`src/rtl/msk_frame_sync.sv`:
```
// Frame synchroniser for the MSK hard-bit stream.
// Correlates incoming bits against a sync word (true or inverted polarity),
// confirms the frame timing over several syncs, then flywheels through
// occasional missed syncs while emitting polarity-corrected payload bits.
module msk_frame_sync #(
    parameter int                SYNC_W     = 32,
    parameter logic [SYNC_W-1:0] SYNC_WORD  = 32'h1ACF_FC1D,
    parameter int                FRAME_LEN  = 256,
    parameter int                MAX_ERR    = 2,
    parameter int                LOCK_ERR   = 4,
    parameter int                VERIFY_CNT = 2,
    parameter int                MISS_CNT   = 3
) (
    input  logic                          clk,
    input  logic                          rst,
    input  logic                          data_i,
    input  logic                          data_val_i,
    output logic                          payload_o,
    output logic                          payload_val_o,
    output logic                          sof_o,
    output logic                          eof_o,
    output logic                          locked_o,
    output logic                          inverted_o,
    output logic                          sync_hit_o,
    output logic [$clog2(SYNC_W+1)-1:0]   sync_err_o
);

    localparam int ERR_W    = $clog2(SYNC_W + 1);
    localparam int CNT_W    = $clog2(FRAME_LEN + SYNC_W);
    localparam int HIT_W    = $clog2(VERIFY_CNT + 1);
    localparam int MISS_W   = $clog2(MISS_CNT + 1);
    localparam int CHECK_PT = FRAME_LEN + SYNC_W - 1;

    localparam logic [ERR_W-1:0]  MAX_ERR_V    = ERR_W'(MAX_ERR);
    localparam logic [ERR_W-1:0]  LOCK_ERR_V   = ERR_W'(LOCK_ERR);
    localparam logic [ERR_W-1:0]  SYNC_W_V     = ERR_W'(SYNC_W);
    localparam logic [CNT_W-1:0]  CHECK_PT_V   = CNT_W'(CHECK_PT);
    localparam logic [CNT_W-1:0]  FRAME_LEN_V  = CNT_W'(FRAME_LEN);
    localparam logic [CNT_W-1:0]  LAST_PAY_V   = CNT_W'(FRAME_LEN - 1);
    localparam logic [HIT_W-1:0]  VERIFY_CNT_V = HIT_W'(VERIFY_CNT);
    localparam logic [MISS_W-1:0] MISS_CNT_V   = MISS_W'(MISS_CNT);

    typedef enum logic [1:0] {
        SEARCH = 2'd0,
        VERIFY = 2'd1,
        LOCKED = 2'd2
    } state_t;

    state_t              state_reg;
    logic [SYNC_W-1:0]   win_reg;
    logic [CNT_W-1:0]    bit_cnt_reg;
    logic [HIT_W-1:0]    hit_cnt_reg;
    logic [MISS_W-1:0]   miss_cnt_reg;

    logic [SYNC_W-1:0]   win_next;
    logic [SYNC_W-1:0]   diff;
    logic [ERR_W-1:0]    d_t;
    logic [ERR_W-1:0]    d_i;
    logic [ERR_W-1:0]    dist_lat;
    logic                true_hit;
    logic                inv_hit;
    logic                at_check;
    logic [HIT_W-1:0]    hit_inc;
    logic [MISS_W-1:0]   miss_inc;

    // Window as it will look once the current bit is shifted in (newest at LSB)
    assign win_next = {win_reg[SYNC_W-2:0], data_i};

    generate
        for (genvar gi = 0; gi < SYNC_W; gi++) begin : g_diff
            assign diff[gi] = win_next[gi] ^ SYNC_WORD[gi];
        end
    endgenerate

    // Hamming distances to the sync word and to its complement
    always_comb begin
        d_t = '0;
        for (int i = 0; i < SYNC_W; i++) begin
            d_t = d_t + ERR_W'(diff[i]);
        end
        d_i = SYNC_W_V - d_t;
    end

    // Once a polarity is latched, only that polarity is scored at check points
    assign dist_lat = inverted_o ? d_i : d_t;
    assign true_hit = (d_t <= MAX_ERR_V);
    assign inv_hit  = (d_i <= MAX_ERR_V);
    assign at_check = (bit_cnt_reg == CHECK_PT_V);
    assign hit_inc  = hit_cnt_reg + HIT_W'(1);
    assign miss_inc = miss_cnt_reg + MISS_W'(1);

    // Search / verify / lock state machine with registered outputs
    always_ff @(posedge clk) begin
        if (rst) begin
            state_reg     <= SEARCH;
            win_reg       <= '0;
            bit_cnt_reg   <= '0;
            hit_cnt_reg   <= '0;
            miss_cnt_reg  <= '0;
            payload_o     <= 1'b0;
            payload_val_o <= 1'b0;
            sof_o         <= 1'b0;
            eof_o         <= 1'b0;
            locked_o      <= 1'b0;
            inverted_o    <= 1'b0;
            sync_hit_o    <= 1'b0;
            sync_err_o    <= '0;
        end else begin
            sync_hit_o    <= 1'b0;
            payload_val_o <= 1'b0;
            sof_o         <= 1'b0;
            eof_o         <= 1'b0;
            if (data_val_i) begin
                win_reg <= win_next;
                case (state_reg)
                    SEARCH: begin
                        sync_err_o <= (d_t <= d_i) ? d_t : d_i;
                        if (true_hit || inv_hit) begin
                            // True polarity takes precedence when both qualify
                            sync_hit_o   <= 1'b1;
                            inverted_o   <= !true_hit;
                            bit_cnt_reg  <= '0;
                            hit_cnt_reg  <= HIT_W'(1);
                            miss_cnt_reg <= '0;
                            if (VERIFY_CNT == 1) begin
                                state_reg <= LOCKED;
                                locked_o  <= 1'b1;
                            end else begin
                                state_reg <= VERIFY;
                            end
                        end
                    end
                    VERIFY: begin
                        if (at_check) begin
                            bit_cnt_reg <= '0;
                            sync_err_o  <= dist_lat;
                            if (dist_lat <= MAX_ERR_V) begin
                                sync_hit_o  <= 1'b1;
                                hit_cnt_reg <= hit_inc;
                                if (hit_inc == VERIFY_CNT_V) begin
                                    state_reg    <= LOCKED;
                                    locked_o     <= 1'b1;
                                    miss_cnt_reg <= '0;
                                end
                            end else begin
                                state_reg  <= SEARCH;
                                inverted_o <= 1'b0;
                            end
                        end else begin
                            bit_cnt_reg <= bit_cnt_reg + CNT_W'(1);
                        end
                    end
                    LOCKED: begin
                        if (at_check) begin
                            bit_cnt_reg <= '0;
                            sync_err_o  <= dist_lat;
                            if (dist_lat <= LOCK_ERR_V) begin
                                sync_hit_o   <= 1'b1;
                                miss_cnt_reg <= '0;
                            end else if (miss_inc == MISS_CNT_V) begin
                                state_reg    <= SEARCH;
                                locked_o     <= 1'b0;
                                inverted_o   <= 1'b0;
                                miss_cnt_reg <= '0;
                            end else begin
                                miss_cnt_reg <= miss_inc;
                            end
                        end else begin
                            bit_cnt_reg <= bit_cnt_reg + CNT_W'(1);
                            if (bit_cnt_reg < FRAME_LEN_V) begin
                                payload_val_o <= 1'b1;
                                payload_o     <= data_i ^ inverted_o;
                                sof_o         <= (bit_cnt_reg == '0);
                                eof_o         <= (bit_cnt_reg == LAST_PAY_V);
                            end
                        end
                    end
                    default: begin
                        state_reg <= SEARCH;
                    end
                endcase
            end
        end
    end

endmodule

```
`config.mk`:
```
export PLATFORM = sky130hd
export DESIGN_NAME = msk_frame_sync
export DESIGN_NICKNAME = d
export VERILOG_FILES = /design/src/rtl/msk_frame_sync.sv
export SDC_FILE = /design/constraint.sdc
export NUM_CORES = 1
export LEC_CHECK = 0
export CORE_UTILIZATION = 61
export DETAILED_ROUTE_END_ITERATION = 6
export MAX_ROUTING_LAYER = met4
export PLACE_DENSITY = 0.89
export SLEW_MARGIN = 20
export SYNTH_ARGS = -nofsm -noshare
export SYNTH_HDL_FRONTEND = slang
export SYNTH_SLANG_ARGS = --single-unit
```
`constraint.sdc`:
```
create_clock -name clk -period 10.6 [get_ports clk]
set_clock_uncertainty 0.05 [all_clocks]
set_input_delay 1.59 -clock clk [delete_from_list [all_inputs] [get_ports clk]]
set_output_delay 1.59 -clock clk [all_outputs]
set_load 0.02 [all_outputs]
```
==> results of run 1 <==
-- cell usage after synthesis (3+ instances only) --
master	n
a2111oi_0	3
a21o_1	4
or2_2	5
nand3_1	6
a31oi_1	6
fa_1	24
a211oi_1	9
nand2b_1	3
xnor2_1	9
nand2_1	19
mux2i_1	36
nor3_1	12
and3_1	3
nor4_1	3
inv_1	70
o21ai_0	17
clkbuf_1	9
ha_1	21
nor4b_1	3
dfxtp_1	59
nor2b_1	4
nor2_1	65
a21oi_1	11
-- cell families (layout without fill, tap and decap cells) --
family	Yosys count	after routing	synth area share (%)
xor+xnor	10	10	2.39
fa+ha+maj	45	45	18.7
compound gates	73	73	13.2
buf+inv	87	102	8.87
flops	59	59	29.7
simple gates	145	145	18.1
mux	36	36	9.06
-- where the power goes --
part / switching [W] / internal, W / total [W]
clock network: 0.0000849 / 0.000120 / 0.000205
logic: 0.000204 / 0.000134 / 0.000338
registers: 0.0000142 / 0.000239 / 0.000254
total: 0.000303 / 0.000493 / 0.000797
-- layout make-up --
class	count	area, sq um
flip-flops and latches	59	1180
well taps	77	96.3
clock buffers	13	159
inverters	71	267
multi-input cells	309	2450
fillers	503	1980
repair buffers	16	150
clock inverters	2	35.0
-- metal layers --
layer / up-vias / GRT usage [%] / share of wire [%]
li1: 1547 / - / -
met1: 1494 / 28.3 / 42
met2: 102 / 46.0 / 50
met3: 30 / 5.71 / 4.4
met4: 0 / 14.1 / 3.5
met5: - / - / 0
-- worst paths after layout --
path / from / endpoint / cells after the start
worst max-delay path: data_i / miss_cnt_reg[1] / 26
worst min-delay path: payload_o / payload_o / 2
worst max register to register: win_reg[8] / miss_cnt_reg[1] / 24
worst min register to register: payload_o / payload_o / 2
-- through the flow --
stage	hold WS (ps)	cell area (sq um)	power [W]	util, %	worst slack [ps]
floorplan	413	3980	0.000513	-	2180
global placement	431	4140	0.000580	65.6	1240
detailed placement	428	4140	0.000586	65.6	1000
CTS	442	4330	0.000793	68.6	1360
global route	457	4340	0.000845	68.7	689
finish	440	4340	0.000797	68.7	1290
-- critical path, stage by stage --
cell and delay (ps):
clkdlybuf4s50_1 510, fa_1 570, inv_1 50, fa_1 470, inv_1 40, fa_1 470, inv_1 50, fa_1 470
fa_1 510, inv_1 50, fa_1 470, inv_1 40, ha_1 210, fa_1 500, and3_4 230, o21ai_0 410
and2_4 270, ha_1 290, nor2_1 140, nor4b_1 400, a211oi_1 150, nor3_1 380, a41oi_1 510, and2b_1 440
mux2i_1 190, nor2_1 50
==> flow_summary_export.csv, run 1 <==
group,metric,value,unit
outcome,outcome,"finished clean",
logic_synthesis,synth_top_area_share,29.7,%
sta,rsz0062_at_grt,"no",
finish,antennaDiodeCount,0,
global_route,overflow,0,
cts,post_cts_resize_count,0,
routing,wirelength,8.13,mm
setup_path,cp.required,10740,ps
cts,clockRootBuffer,"clkbuf_8",
sta,max-slew-margin-rel,32.5,%
routing,vias,3173,
logic_synthesis,syn_area_per_cell,8.74,sq um
finish,drive_above_1_share,8.09,%
logic_synthesis,synth_area,0.00398,sq mm
setup_path,path_max_fanout,12,
global_route,antenna_found_initial,0,
die,start_util,63.0,%
finish,synthToLayoutAreaGrowth,8.99,%
power_and_ir_drop,power.leakage,1.83,nW
global_route,gr-usage-all-layers,26.6,%
routing,antenna_left,0,
die,die_h,82.8,um
finish,nNetsFinal,515,
placement,gp_congestion,0.860,
run,drv_cap,0,
sta,setup_tns,0,ps
cts,insertion_delay,340,ps
logic_synthesis,ys_async_sr_fraction,0,%
cts,cts_setup_buffers,0,
logic_synthesis,yosysSeqAreaShare,29.7,%
setup_path,rrSetupSlack,2630,ps
sta,slew_violations,0,
finish,layoutNonFillerInstCount,547,
logic_synthesis,syn-num-nets,504,
routing,drt_iter0_markers,124,
die,die_area,0.00685,sq mm
cts,cts.sinks,59,
global_route,grt_max_degree,55,
sta,setup_viol,0,
cts,holdBufCountCts,0,
placement,dp_hpwl,5.96,mm
placement,place_inst,532,
power_and_ir_drop,peakVddDrop,0.000160,V
cts,htreeDepth,3,
setup_path,cp-start-kind,"input port",
sta,min_period,9310,ps
finish,largest_reg_flops,31,
sta,hold_viol_final,0,
die,die_w,82.8,um
cts,cts_tree,"built",
cts,cts.clk_slew.worst_paths,60,ps
logic_synthesis,yosys.area.top_type,"dfxtp_1",
finish,final_cell_mix,"70 x inv_1, 65 x nor2_1, 59 x dfxtp_1, 36 x mux2i_1, 24 x fa_1",
die,core_area,0.00631,sq mm
setup_path,worstPathArrival,9450,ps
setup_path,path_class,"in2reg",
setup_path,critPathCaptureType,"flip-flop",
hold_path,min_path_type,"reg2reg",
global_route,grt_pass1_vias,3026,
sta,final.period_utilization,87.9,%
routing,avgRoutedWirePerCell,14.9,um
logic_synthesis,yosys.cell_types.count,65,
placement,portBuffers,16,
cts,cts-buffers-inserted,9,
logic_synthesis,synth_ff_type,"dfxtp_1",
logic_synthesis,synth_edf_count,0,
logic_synthesis,synth_cells,455,
global_route,grt_pass1_wl,13.2,mm
logic_synthesis,yosysWarnings,0,
routing,vias_per_cell,5.80,
sta,worstMarginPinSlew,999,ps
sta,max_freq,107,MHz
logic_synthesis,synth_area_leaders,"dfxtp_1 30%, fa_1 12%, mux2i_1 9.1%, ha_1 6.6%, inv_1 6.6%",
routing,drc_errors,0,
power_and_ir_drop,power_density,184,mW/mm^2
cts,clockBufferDepth,2,
routing,drt_pass1_iterations,5,
die,rows,29,
finish,final_common_cell,"inv_1",
die,ios,17,
logic_synthesis,ys_ff_latch,59,
Power figures use the tool's default switching activity.
==> run 2: changes to the inputs <==
CAP_MARGIN = 20   (was default)
PLACE_DENSITY = default   (was 0.89)
PLACE_DENSITY_LB_ADDON = 0.2   (was default)
==> flow_summary_export.csv, run 2 (synthesis results as in run 1) <==
group,metric,value,unit
power_and_ir_drop,p_seq_share,31.6,%
setup_path,path_max_fanout,12,
finish,fill_cells,533,
routing,avgRoutedWirePerCell,15.0,um
die,die_w,82.8,um
cts,cts_tree,"built",
routing,drc_errors,0,
routing,dr.max_layer_used,"met4",
global_route,gr-usage-all-layers,27.0,%
power_and_ir_drop,internal-power,0.000495,W
cts,cts_setup_buffers,0,
finish,regArea,0.00118,sq mm
sta,max-slew-margin-rel,32.8,%
setup_path,cp.required,10740,ps
cts,insertion_delay,340,ps
routing,vias,3101,
power_and_ir_drop,fin_total_pwr,0.000806,W
placement,gp_congestion,0.843,
setup_path,cp_slowest_cell,"fa_1",
routing,vias_per_cell,5.66,
placement,portBuffers,16,
sta,hold_viol_final,0,
cts,holdBufCountCts,0,
finish,synthToLayoutAreaGrowth,9.28,%
setup_path,critPathCaptureType,"flip-flop",
setup_path,slowest_delay,570,ps
sta,setup_viol,0,
hold_path,hp-start,"payload_o",
power_and_ir_drop,power_density,185,mW/mm^2
placement,dp_hpwl,6.00,mm
power_and_ir_drop,power.leakage,1.83,nW
run,drv_cap,0,
setup_path,path_common_cell,"fa_1",
sta,min_period,9340,ps
routing,wl_met3,231,um
setup_path,cpLargestDelayFamily,"adder cells",
finish,nNetsFinal,516,
cts,clockRootBuffer,"clkbuf_8",
die,die_area,0.00685,sq mm
cts,htreeDepth,3,
sta,worstMarginPinSlew,1010,ps
setup_path,crit_path_start,"data_i",
power_and_ir_drop,p_sw,0.000311,W
routing,antenna_left,0,
setup_path,path_class,"in2reg",
sta,setup_tns,0,ps
cts,cts-buffers-inserted,9,
global_route,grt_pass1_vias,2921,
power_and_ir_drop,p_sw_share,38.6,%
die,ios,17,
finish,final_common_cell,"inv_1",
sta,final.period_utilization,88.1,%
cts,cts.sinks,59,
finish,multiInputGateArea,0.00244,sq mm
power_and_ir_drop,p_clk_share,26.4,%
cts,clockBufferDepth,2,
global_route,overflow,0,
sta,slew_violations,0,
setup_path,rrSetupSlack,2660,ps
finish,largest_reg_flops,31,
die,core_area,0.00631,sq mm
die,die_h,82.8,um
routing,wirelength,8.20,mm
die,start_util,63.0,%
routing,drt_iter0_markers,142,
power_and_ir_drop,peakVddDrop,0.000130,V
die,rows,29,
sta,max_freq,107,MHz
hold_path,min_path_type,"reg2reg",
finish,final_cell_mix,"70 x inv_1, 65 x nor2_1, 59 x dfxtp_1, 36 x mux2i_1, 24 x fa_1",
setup_path,reg2reg_from,"win_reg[8]",
routing,drt-met1-wl,3.72,mm
setup_path,cp-start-kind,"input port",
global_route,antenna_found_initial,0,
routing,drt_pass1_iterations,4,
global_route,grt_pass1_wl,13.3,mm
cts,post_cts_resize_count,0,
outcome,outcome,"finished clean",
setup_path,worstPathArrival,9490,ps
cts,cts.clk_slew.worst_paths,70,ps
setup_path,path_buf_inv,6,
routing,dr_wl_met2,4.10,mm
global_route,grt_max_degree,55,
sta,rsz0062_at_grt,"no",
finish,antennaDiodeCount,0,
finish,drive_above_1_share,8.49,%
power_and_ir_drop,comb_power_share,42.0,%
==> run 2: changes by cell type in the layout (fill, tap and decap cells not counted), sizes merged <==
cell / change
clkinvlp: +2
buf: +1
clkbuf: -2
==> run 2: worst paths after layout <==
check | endpoint | cells past startpoint
hold reg to reg | payload_o | 2
hold / removal | payload_o | 2
setup / recovery | miss_cnt_reg[1] | 26
setup reg to reg | miss_cnt_reg[1] | 24
==> run 2: worst min-delay path: stages, from the launching register on <==
cell     delay, ps
dfxtp_1        320
a21oi_1         60
nor2_1          70
==> run 2: metrics by stage <==
step / hold slack, ps / instances / setup WS (ps) / util, % / area, sq um
after floorplan: 413 / 455 / 2180 / - / 3980
after global placement: 418 / 533 / 1220 / 65.7 / 4150
after detailed placement: 422 / 533 / 950 / 65.7 / 4150
after CTS: 437 / 548 / 1260 / 68.9 / 4350
after global routing: 471 / 548 / 744 / 68.9 / 4350
final: 429 / 548 / 1260 / 68.9 / 4350
==> run 2: area by class of cell <==
| cell class | instances | share of cell area (%) |
|---|---|---|
| clock buffers | 11 | 3.48 |
| multi-input cells | 309 | 56.2 |
| repair buffers | 17 | 3.63 |
| clock inverters | 4 | 1.15 |
| flip-flops and latches | 59 | 27.2 |
| well taps | 77 | 2.22 |
| inverters | 71 | 6.13 |
==> run 2: power groups by stage <==
stage               logic [W]  registers (W)  clock network (W)
CTS                  0.000337       0.000255           0.000216
global placement     0.000329       0.000259                  0
global route         0.000377       0.000258           0.000224
detailed placement   0.000334       0.000260                  0
floorplan            0.000244       0.000268                  0
finish               0.000339       0.000255           0.000213
==> run 2: layer usage <==
layer  vias up  track usage, %
li1       1550               -
met1      1485            31.5
met2        53            45.8
met3        13            4.73
met4         0            10.9
met5         -               -
==> run 3: changes to the inputs <==
CORE_UTILIZATION = 66   (was 61)
clock period = 11.1 ns   (was 10.6 ns; I/O delays follow)
==> flow_summary_export.csv, run 3 (synthesis results as in run 1) <==
group,metric,value,unit
outcome,outcome,"finished clean",
finish,drive_above_1_share,8.70,%
finish,nNetsFinal,515,
finish,final_common_cell,"inv_1",
routing,wirelength,8.27,mm
cts,cts_setup_buffers,0,
setup_path,path_max_fanout,12,
sta,min_period,9420,ps
global_route,overflow,0,
setup_path,critPathCaptureType,"flip-flop",
die,die_h,79.6,um
cts,cts-buffers-inserted,9,
setup_path,reg2reg_from,"win_reg[29]",
hold_path,hp-start,"sync_err_o[3]",
sta,final.period_utilization,84.8,%
hold_path,hold_end,"sync_err_o[3]",
setup_path,rr_worst_depth,26,
routing,drt_pass1_iterations,5,
placement,portBuffers,16,
global_route,use_met3,7.09,%
cts,clockRootBuffer,"clkbuf_8",
sta,timing.final.ws_setup,1680,ps
power_and_ir_drop,power_density,173,mW/mm^2
setup_path,rr_endpoint,"bit_cnt_reg[3]",
global_route,antenna_found_initial,0,
cts,holdBufCountCts,0,
cts,insertion_delay,340,ps
global_route,grt_pass1_vias,2964,
global_route,grt_use_met1,39.1,%
cts,clockBufferDepth,2,
die,start_util,70.5,%
routing,vias_per_cell,5.92,
routing,drc_errors,0,
routing,drt_iter0_markers,185,
setup_path,worstPathArrival,9590,ps
finish,largest_reg_flops,31,
cts,post_cts_resize_count,0,
routing,avgRoutedWirePerCell,15.2,um
placement,dp_hpwl,5.95,mm
cts,cts.sinks,59,
finish,antennaDiodeCount,0,
hold_path,min_path_type,"reg2reg",
cts,htreeDepth,3,
setup_path,cp.required,11280,ps
placement,gp_congestion,0.891,
global_route,grt_max_degree,55,
setup_path,path_class,"in2reg",
global_route,gr-usage-all-layers,29.4,%
global_route,grt_pass1_wl,13.8,mm
hold_path,hold_depth,2,
sta,setup_tns,0,ps
die,core_area,0.00564,sq mm
die,die_area,0.00634,sq mm
sta,max_freq,106,MHz
power_and_ir_drop,peakVddDrop,0.000160,V
finish,final_cell_mix,"70 x inv_1, 65 x nor2_1, 59 x dfxtp_1, 36 x mux2i_1, 24 x fa_1",
die,die_w,79.6,um
routing,vias,3212,
global_route,grt.met2_usage,43.6,%
sta,setup_viol,0,
cts,cts.clk_slew.worst_paths,70,ps
sta,slew_violations,0,
placement,pre_cts_slack,1480,ps
routing,antenna_left,0,
sta,worstMarginPinSlew,1050,ps
sta,rsz0062_at_grt,"no",
setup_path,cp-start-kind,"input port",
sta,max-slew-margin-rel,30.1,%
run,drv_cap,0,
die,ios,17,
cts,cts_tree,"built",
die,rows,27,
sta,hold_viol_final,0,
global_route,top_usage_layer,"met2",
power_and_ir_drop,power.leakage,1.82,nW
finish,synthToLayoutAreaGrowth,8.71,%
setup_path,rrSetupSlack,3130,ps
-- run 3: cell types whose count changed in the layout (fill, tap and decap cells not counted) --
cell | before | now
buf_4 | 1 | 0
a21oi_2 | 0 | 1
a21oi_1 | 11 | 10
bufinv_16 | 1 | 0
clkinv_4 | 0 | 2
-- run 3: metrics by stage --
| stage | cells | utilization, % | power (W) | area (sq um) | hold slack (ps) |
|---|---|---|---|---|---|
| floorplan | 455 | - | 0.000490 | 3980 | 413 |
| global placement | 527 | 73.3 | 0.000558 | 4130 | 418 |
| detailed placement | 527 | 73.3 | 0.000563 | 4130 | 437 |
| CTS | 543 | 76.6 | 0.000747 | 4320 | 451 |
| global route | 543 | 76.7 | 0.000793 | 4330 | 473 |
| finish | 543 | 76.7 | 0.000749 | 4330 | 448 |
-- run 3: worst max-delay path by stage --
stage                 endpoint    from  slack (ps)  depth (start not counted)
2_1_floorplan   hit_cnt_reg[0]  data_i        2600                         25
3_3_place_gp   miss_cnt_reg[1]  data_i        1610                         26
3_5_place_dp    bit_cnt_reg[7]  data_i        1480                         26
4_1_cts         bit_cnt_reg[3]  data_i        1740                         26
5_1_grt         bit_cnt_reg[3]  data_i        1270                         26
6_report        bit_cnt_reg[3]  data_i        1680                         26
-- run 3: layer usage --
metal	part of all wire, %	vias up
met5	0	-
met4	2.1	0
li1	-	1550
met2	45	86
met3	5.0	19
met1	48	1557
-- run 3: worst max-delay path, cell delays in order --
cell and delay, ps:
clkdlybuf4s50_1 490, fa_1 580, inv_1 80, fa_1 490, inv_1 50, fa_1 470, inv_1 50, fa_1 490
fa_1 530, inv_1 50, fa_1 470, inv_1 40, ha_1 220, fa_1 500, and3_4 230, or3_4 390
and2_4 190, ha_1 370, nor2_1 140, nor4b_1 360, a211oi_1 130, nor3_1 360, a41oi_1 460, nor3_1 500
xnor2_1 200, nor2_1 60
-- run 3: layout make-up --
class                           instances  area, sq um
Inverter                               71          267
Clock inverter                          5         37.5
Multi-Input combinational cell        309         2450
Tap cell                               72         90.1
Timing Repair Buffer                   16          150
Fill cell                             392         1320
Sequential cell                        59         1180
Clock buffer                           11          151
-- run 3: where the power goes --
group	switching, W	internal [W]
clock network	0.0000902	0.0000934
registers	0.0000142	0.000229
logic	0.000195	0.000128
